`src/rtl/ram_arbiter_pkg.sv`:
```
// Shared definitions for the data-ram arbiter.
// - FUNCT3_LS_* : load/store size codes (RISC-V funct3 encoding)
// - state_t     : arbiter FSM state encoding
package ram_arbiter_pkg;

  localparam logic [2:0] FUNCT3_LS_B  = 3'b000;
  localparam logic [2:0] FUNCT3_LS_H  = 3'b001;
  localparam logic [2:0] FUNCT3_LS_W  = 3'b010;
  localparam logic [2:0] FUNCT3_LS_BU = 3'b100;
  localparam logic [2:0] FUNCT3_LS_HU = 3'b101;

  typedef enum logic {
    ST_IDLE   = 1'b0,
    ST_ACCESS = 1'b1
  } state_t;

endpackage

```
`src/rtl/ram_load_align.sv`:
```
// Combinational load alignment and access-shape checker.
// Extracts the addressed byte/half/word from a full ram word and extends it
// per the size code; also flags misaligned addresses and unknown size codes.
// Ports:
//   word       in  32  full word read from the ram
//   addr       in  2   byte offset within the word
//   size       in  3   FUNCT3_LS_* code
//   rdata      out 32  extracted, extended load data (0 for bad sizes)
//   misaligned out 1   H/HU on an odd address, W on a non-word address
//   bad_size   out 1   size code is not one of B/H/W/BU/HU
module ram_load_align
  import ram_arbiter_pkg::*;
(
  input  logic [31:0] word,
  input  logic [1:0]  addr,
  input  logic [2:0]  size,
  output logic [31:0] rdata,
  output logic        misaligned,
  output logic        bad_size
);

  logic [31:0]        byte_sh;
  logic [31:0]        half_sh;
  logic signed [7:0]  lane_b;
  logic signed [15:0] lane_h;

  assign byte_sh = word >> {addr, 3'b000};
  assign half_sh = word >> {addr[1], 4'b0000};
  assign lane_b  = signed'(byte_sh[7:0]);
  assign lane_h  = signed'(half_sh[15:0]);

  always_comb begin
    rdata      = '0;
    misaligned = 1'b0;
    bad_size   = 1'b0;
    case (size)
      FUNCT3_LS_B:  rdata = 32'(lane_b);
      FUNCT3_LS_BU: rdata = {24'd0, byte_sh[7:0]};
      FUNCT3_LS_H: begin
        rdata      = 32'(lane_h);
        misaligned = addr[0];
      end
      FUNCT3_LS_HU: begin
        rdata      = {16'd0, half_sh[15:0]};
        misaligned = addr[0];
      end
      FUNCT3_LS_W: begin
        rdata      = word;
        misaligned = |addr;
      end
      default:      bad_size = 1'b1;
    endcase
  end

endmodule

```
`src/rtl/ram_arbiter.sv`:
```
// Two-port round-robin arbiter in front of the single-port data ram.
// Port 0 is the CPU load/store unit, port 1 the debug/program loader.
// One access is in flight at a time; each accepted request gets a single
// response pulse one cycle after acceptance.
// Ports:
//   clk, rst                 clock (rising edge), async active-high reset
//   req_valid/req_ready[1:0] per-port request handshake (ready only in IDLE)
//   req_we[1:0]              per-port write enable
//   req_addr0/1, req_size0/1, req_wd0/1   per-port request fields
//   rsp_valid[1:0]           one-cycle response pulse to the owning port
//   rsp_rdata, rsp_err       response data / error flag
//   mem_we/addr/size/wd      to the ram (which samples on the falling edge)
//   mem_rd                   word read from the ram
module ram_arbiter
  import ram_arbiter_pkg::*;
#(
  parameter int SIZE = 1024
) (
  input  logic        clk,
  input  logic        rst,
  input  logic [1:0]  req_valid,
  output logic [1:0]  req_ready,
  input  logic [1:0]  req_we,
  input  logic [31:0] req_addr0,
  input  logic [31:0] req_addr1,
  input  logic [2:0]  req_size0,
  input  logic [2:0]  req_size1,
  input  logic [31:0] req_wd0,
  input  logic [31:0] req_wd1,
  output logic [1:0]  rsp_valid,
  output logic [31:0] rsp_rdata,
  output logic        rsp_err,
  output logic        mem_we,
  output logic [31:0] mem_addr,
  output logic [2:0]  mem_size,
  output logic [31:0] mem_wd,
  input  logic [31:0] mem_rd
);

  localparam logic [29:0] SIZE_WORDS = 30'(SIZE);

  state_t      state, state_next;
  logic        rr_last;
  logic        lat_port, lat_we, lat_err;
  logic [31:0] lat_addr, lat_wd;
  logic [2:0]  lat_size;

  logic        gnt_port, accept;
  logic        sel_we;
  logic [31:0] sel_addr, sel_wd;
  logic [2:0]  sel_size;
  logic [1:0]  chk_addr;
  logic [2:0]  chk_size;
  logic [31:0] al_rdata;
  logic        al_mis, al_bad, out_of_range, acc_err;

  // Grant: a lone requester wins; when both are valid the port that was
  // not served last wins.
  always_comb begin
    gnt_port  = req_valid[1];
    if (&req_valid) gnt_port = ~rr_last;
    req_ready = '0;
    if (state == ST_IDLE && |req_valid) req_ready = gnt_port ? 2'b10 : 2'b01;
  end

  assign accept   = |(req_valid & req_ready);
  assign sel_we   = gnt_port ? req_we[1]  : req_we[0];
  assign sel_addr = gnt_port ? req_addr1  : req_addr0;
  assign sel_size = gnt_port ? req_size1  : req_size0;
  assign sel_wd   = gnt_port ? req_wd1    : req_wd0;

  // One aligner serves both jobs: shape checking of the candidate request in
  // IDLE, and extraction of the returned word in ACCESS.
  assign chk_addr = (state == ST_ACCESS) ? lat_addr[1:0] : sel_addr[1:0];
  assign chk_size = (state == ST_ACCESS) ? lat_size      : sel_size;

  ram_load_align u_align (
    .word       (mem_rd),
    .addr       (chk_addr),
    .size       (chk_size),
    .rdata      (al_rdata),
    .misaligned (al_mis),
    .bad_size   (al_bad)
  );

  assign out_of_range = sel_addr[31:2] >= SIZE_WORDS;
  assign acc_err      = al_mis | al_bad | out_of_range;

  always_comb begin
    state_next = state;
    case (state)
      ST_IDLE:   if (accept) state_next = ST_ACCESS;
      ST_ACCESS: state_next = ST_IDLE;
      default:   state_next = ST_IDLE;
    endcase
  end

  always_ff @(posedge clk or posedge rst) begin
    if (rst) state <= ST_IDLE;
    else     state <= state_next;
  end

  // Accept edge: latch control of the granted request
  always_ff @(posedge clk or posedge rst) begin
    if (rst) begin
      rr_last   <= 1'b1;
      lat_port  <= 1'b0;
      lat_we    <= 1'b0;
      lat_err   <= 1'b0;
      rsp_valid <= '0;
      rsp_rdata <= '0;
      rsp_err   <= 1'b0;
    end else begin
      rsp_valid <= '0;
      if (accept) begin
        rr_last  <= gnt_port;
        lat_port <= gnt_port;
        lat_we   <= sel_we;
        lat_err  <= acc_err;
      end
      // Response edge: the ram has settled since the falling edge
      if (state == ST_ACCESS) begin
        rsp_valid[lat_port] <= 1'b1;
        rsp_rdata           <= (lat_we | lat_err) ? '0 : al_rdata;
        rsp_err             <= lat_err;
      end
    end
  end

  // Accept edge: latch data fields (no reset, they only feed the ram)
  always_ff @(posedge clk) begin
    if (accept) begin
      lat_addr <= sel_addr;
      lat_size <= sel_size;
      lat_wd   <= sel_wd;
    end
  end

  // Ram drive: fields come straight from the latches, so they hold their
  // last values outside ACCESS; only the write strobe is state-gated.
  assign mem_we   = (state == ST_ACCESS) & lat_we & ~lat_err & ~rst;
  assign mem_addr = lat_addr;
  assign mem_wd   = lat_wd;
  assign mem_size = lat_we ? lat_size : FUNCT3_LS_W;

endmodule

```
`config.mk`:
```
export PLATFORM = sky130hd
export DESIGN_NAME = ram_arbiter
export DESIGN_NICKNAME = d
export VERILOG_FILES = /design/src/rtl/ram_arbiter_pkg.sv /design/src/rtl/ram_load_align.sv /design/src/rtl/ram_arbiter.sv
export SDC_FILE = /design/constraint.sdc
export NUM_CORES = 1
export LEC_CHECK = 0
export CAP_MARGIN = 10
export CORE_ASPECT_RATIO = 1.1
export CORE_MARGIN = 8
export CORE_UTILIZATION = 40
export DETAILED_ROUTE_END_ITERATION = 10
export PLACE_DENSITY_LB_ADDON = 0.05
export SYNTH_ARGS = -nofsm -noshare
export SYNTH_HDL_FRONTEND = slang
export SYNTH_SLANG_ARGS = --single-unit
```
`constraint.sdc`:
```
create_clock -name clk -period 4.09 [get_ports clk]
set_input_delay 1.227 -clock clk [delete_from_list [all_inputs] [get_ports clk]]
set_output_delay 1.227 -clock clk [all_outputs]
set_load 0.005 [all_outputs]
```
### Word level (Yosys, flattened, before mapping)

Index checks and enable logic that the tools add are counted.

* logic and storage cells: 59
* output and inout port bits: 105
* flip-flop bits (word level): 107
* input port bits: 172

* muxes and demuxes: 19
* reduce and logical (&&, ||, !) cells: 9
* bitwise logic cells: 11
* shift-type cells: 2
* magnitude comparators: 3
* equal/unequal tests: 4

Operators with widths (count)
* one-hot mux 32 bit (5 select lines): 1
* two-way mux 32 bit: 3
* right shift 32 x 5 -> 16 bit: 1
* right shift 32 x 5 -> 8 bit: 1
* greater-or-equal comparator 30 x 11 -> 1 bit (second input constant): 1
* two-way mux 3 bit: 3
* two-way mux 2 bit: 4
* OR reduction 2 bit: 4
* == test 3 bit (second input constant): 2
* two-way mux 1 bit: 5
* OR reduction 5 bit: 1
* NOT 1 bit: 4
* one-hot mux 1 bit (2 select lines): 2
* AND 1 bit: 3
* == test 3 x 1 -> 1 bit (second input constant): 1
* == test 3 x 2 -> 1 bit (second input constant): 1
* logical NOT 3 bit: 1
* OR 1 bit: 3
* AND 2 bit: 1
* logical AND 1 bit: 2
* < comparator 1 x 2 -> 1 bit (second input constant): 1
* AND reduction 2 bit: 1
* demux 1 bit (select 1 bit): 1
* greater-or-equal comparator 1 bit (second input constant): 1

### Longest topological paths before layout

Gate-level depths: netlist (run 1).

* word-level depth: 9
* mapped depth: 9
* depth with buffers taken out: 6

### Modules after synthesis

A second synthesis (run 1) with hierarchy kept.

* cell total of the unflattened synthesis: 559
* area, all modules: 5283.8 sq um

Modules (own cells, without submodules)
* ram_arbiter: cells each 452, area an instance 4576.9 sq um, sequential area each 3014.1 sq um, instances 1
* ram_load_align: cells each 107, area an instance 706.9 sq um, sequential area each 0.0 sq um, instances 1

### Worst setup path before layout (run 1)

OpenSTA, ideal clock, no wires.

* path kind: input-to-reg
* start point: input req_valid[1]
* end point: register lat_size[0] (enable)
* stages: 2
* setup slack: 0.895 ns
* required time: 3.669 ns
* arrival: 2.774 ns
* buffers on the path: 0
* library setup time: 0.421 ns
* cell sequence: o21ai_0 inv_1

* cells in the longest elaborated chain, start to end: 6
* elaborated cells on any way between the ends: 8
* classes of those cells: mux: 3; bitwise: 1; reduce/logical: 4

RTL lines
* from (decl): RTL line ram_arbiter.sv:21 `input logic [1:0] req_valid,`
* AND reduction 2 bit: RTL line ram_arbiter.sv:61 `if (&req_valid) gnt_port = ~rr_last;`
* two-way mux 1 bit: RTL line ram_arbiter.sv:61
* two-way mux 2 bit (2 in a row): RTL line ram_arbiter.sv:63 `if (state == ST_IDLE && |req_valid) req_ready = gnt_port ? 2'b10 : 2'b01;`
* AND 2 bit (*): RTL line ram_arbiter.sv:66 `assign accept = |(req_valid & req_ready);`
* OR reduction 2 bit (*): RTL line ram_arbiter.sv:66
* to (signal assigned): RTL line ram_arbiter.sv:134 `lat_size <= sel_size;`
* to (decl): RTL line ram_arbiter.sv:46 `logic [2:0] lat_size;`

Every way passes the cells marked *; elsewhere a longest branch is shown, timed or not.
A chain may end at the register's enable or synchronous reset.

### Worst setup path in the final report (run 1)

* start point: input req_valid[1]
* end point: output req_ready[1]

* cells in the longest elaborated chain, start to end: 4
* elaborated cells on any way between the ends: 6
* classes of those cells: mux: 3; reduce/logical: 3

RTL lines
* AND reduction 2 bit: RTL line ram_arbiter.sv:61
* two-way mux 1 bit: RTL line ram_arbiter.sv:61
* two-way mux 2 bit: RTL line ram_arbiter.sv:63
* two-way mux 2 bit (*): RTL line ram_arbiter.sv:63
* to (decl): RTL line ram_arbiter.sv:22 `output logic [1:0] req_ready,`

Marks and branches as above.

==> results of run 1 <==
==> sequential cells by signal (all words and copies together) (netlist names) <==
name,cells
mem_addr,32
mem_wd,32
rsp_rdata,32
lat_size,3
rsp_valid,2
lat_err,1
lat_port,1
lat_we,1
rr_last,1
rsp_err,1
state,1
==> Yosys cell counts (9+ instances only) <==
| cell | instances |
|---|---|
| edfxtp_1 | 67 |
| nor2_1 | 12 |
| nand2_1 | 198 |
| nor4_1 | 10 |
| a21oi_1 | 11 |
| inv_1 | 17 |
| clkbuf_1 | 14 |
| o21ai_0 | 11 |
| dfrtp_1 | 39 |
| a221o_1 | 16 |
| nand3_1 | 9 |
==> final timing paths <==
kind	to	startpoint
setup / recovery	req_ready[1]	req_valid[1]
hold / removal	rsp_valid[0]$_DFF_PP0_	lat_port$_DFFE_PP0N_
setup reg to reg	lat_err$_DFFE_PP0N_	rr_last$_DFFE_PP1N_
hold reg to reg	rsp_valid[0]$_DFF_PP0_	lat_port$_DFFE_PP0N_
max in group asynchronous	rsp_rdata[2]$_DFFE_PP0P_	rst
min in group asynchronous	rsp_rdata[11]$_DFFE_PP0P_	rst
==> worst max-delay path: cells and delay by family <==
family	cells	cell delay (ns)
buf+inv	2	1.10
compound gates	1	0.25
simple gates	1	0.12
==> power groups by stage <==
stage / combinational (mW) / sequential, mW / clock, mW
2_1_floorplan: 0.308 / 1.34 / 0
3_3_place_gp: 0.767 / 1.33 / 0
3_5_place_dp: 0.778 / 1.33 / 0
4_1_cts: 0.782 / 1.31 / 0.884
5_1_grt: 0.841 / 1.32 / 0.928
6_report: 0.776 / 1.31 / 0.862
==> cells by family after synthesis <==
family / after synthesis
compound gates: 96
buf+inv: 45
flops: 107
mux: 8
simple gates: 271
==> final cells by class <==
class                      instances  area, µm²
multi-input combinational        375       2100
clock buffer                      10        229
fill                            1087       4520
tap                              161        201
clock inverter                     6       63.8
inverter                          18       67.6
timing repair buffer             292       2910
sequential                       107       3010
==> metal layers <==
| metal | share of wire [%] | vias to the layer above |
|---|---|---|
| met5 | 0 | - |
| met3 | 9.6 | 30 |
| met1 | 36 | 2481 |
| li1 | - | 2448 |
| met2 | 52 | 216 |
| met4 | 2.3 | 0 |
==> stage by stage <==
| step | worst slack, ns | utilization (%) | instance area [µm²] |
|---|---|---|---|
| 6_report | 0.173 | 65.5 | 8590 |
| 4_1_cts | 0.159 | 65.5 | 8590 |
| 5_1_grt | 0.0732 | 65.5 | 8590 |
| 3_5_place_dp | 0.161 | 63.3 | 8290 |
| 2_1_floorplan | 0.895 | - | 5310 |
| 3_3_place_gp | 0.166 | 63.3 | 8290 |
==> placed cells by master, fill, tap and decap left out, types with 10 or more instances in the layout <==
master and instances:
a221o_1 16, nand2_1 198, inv_1 16, clkdlybuf4s50_1 276
o21ai_0 11, dfrtp_1 39, buf_4 14, a21oi_1 11
nor2_1 12, nor4_1 10, edfxtp_1 67
==> impl_metrics.tcl, run 1 <==
set metrics [dict create \
    fmax_mhz 255 \
    switching_share_pct 26.8 \
    initial_core_util_pct 40.5 \
    rr_worst_depth 7 \
    fin_cells 969 \
    grt_max_degree 61 \
    synth_cell_types 63 \
    final_antenna_net_count 0 \
    worst_hold_slack_ns 0.446 \
    critPathMostFrequentCell "clkdlybuf4s50_1" \
    combPwrFrac_pct 26.3 \
    cts_buffers 9 \
    finalSetupViolCount 0 \
    synth-seq-cells 107 \
    holdPathStages 1 \
    num_vias 5175 \
    crit_path_end_kind "primary output" \
    power_density_nw_per_um2 343 \
    netlist_top_cells_area "edfxtp_1, dfrtp_1, nand2_1" \
    hold_viol 0 \
    clock_path_buffers 2 \
    synth_compound_area_share_pct 15.4 \
    cts_resized 0 \
    drt-pass1-iter-count 5 \
    clock_skew_ns 0.00672 \
    drive_above_1_share_pct 6.68 \
    antenna_cells 0 \
    rsz0062_at_grt "false" \
    yosys.area.top_type "edfxtp_1" \
    cp.required_ns 2.86 \
    drv_cap 0 \
    yosys.area_share.adder_pct 0 \
    path_class "in -> out" \
    track_usage_pct 21.1 \
    irDropWorstVdd_mv 0.212 \
    core_area_um2 13100 \
    grt-busiest-layer "met2" \
    startpoint_type "primary input" \
    boundaryPins 277 \
    die_w_um 126 \
    drt-initial-drc-count 532 \
    grtUsageMet1_pct 21.6 \
    ys.flop_type "edfxtp_1" \
    clk_pin_slew_ns 0.07 \
    grt.met2_usage_pct 38.5 \
    hold_class "reg -> reg" \
    post_drt_via_cell_ratio 5.34 \
    place.port_buffers 276 \
    cts_tree "yes" \
    synth_edf_count 67 \
    p_leak_nw 3.49 \
    wirelength_um 18600 \
    tightest_slew_ns 0.783 \
    async_flop_share_pct 37.4 \
    pwr-share-seq_pct 44.4 \
    antenna_found_initial 0 \
    postSynthAreaPerCell_um2 10.1 \
    fin_crit_ns 3.92 \
    outcome "finished, final reports clean" \
    synth-xor-area-share_pct 0 \
    syn-cell-area_um2 5310 \
    met3_usage_pct 8.07 \
    gr-total-overflow 0 \
    arrival_ns 2.69 \
    p_clk_share_pct 29.3 \
    fin_nets 975 \
    worst-r2r-setup-slack_ns 1.44 \
    synth_top_family_by_area "simple AND/OR/NAND/NOR gates" \
    dp_hpwl_um 14900 \
    maxSlewHeadroom_pct 47.4 \
    routabilityCongestion 0.859 \
    yosys.area.top_type_share_pct 37.9 \
    post-route-period-util_pct 95.8 \
    slowest_delay_ns 0.57 \
    synth_mux_area_share_pct 1.75 \
    rows 44 \
    wl_per_cell_um 19.2 \
    synth_seq_area_share_pct 56.8 \
    finalPower_mw 2.95 \
    clk_latency_ns 0.35 \
    cts_root_buf "clkbuf_16" \
    dieArea_um2 17200 \
    crit_slowest_cell "clkdlybuf4s50_1" \
    final.setup.tns_ns 0 \
    grt_pass1_vias 5477 \
    post-cts-setup-buffers 0 \
    syn2layout_area_growth_pct 61.8 \
    power.internal_mw 2.16 \
    yosys_warnings 0 \
    finalMaxSlewViolations 0 \
    critPathMaxFanout 4 \
    crit_chain "clkdlybuf4s50_1 -> a21bo_2 -> nor2_1 -> clkdlybuf4s50_1" \
    die_h_um 137 \
    cts.hold.buffers_added 0 \
    place_inst 953 \
    route.detailed.drc 0 \
    htreeDepth 3 \
    synthSimpleGateAreaFrac_pct 22.3 \
    cts_sinks 107 \
    syn_inst 527 \
    grt_pass1_wl_um 28200 \
    p_sw_mw 0.789 \
    synth_nets 699 \
]
(Power assumes the default switching activity.)
==> run 2: changes to the inputs <==
Settings changed: CAP_MARGIN 10 to not set.
==> results of run 2 <==
Same layout as run 1: the final DEF is identical, and so are final timing and power.
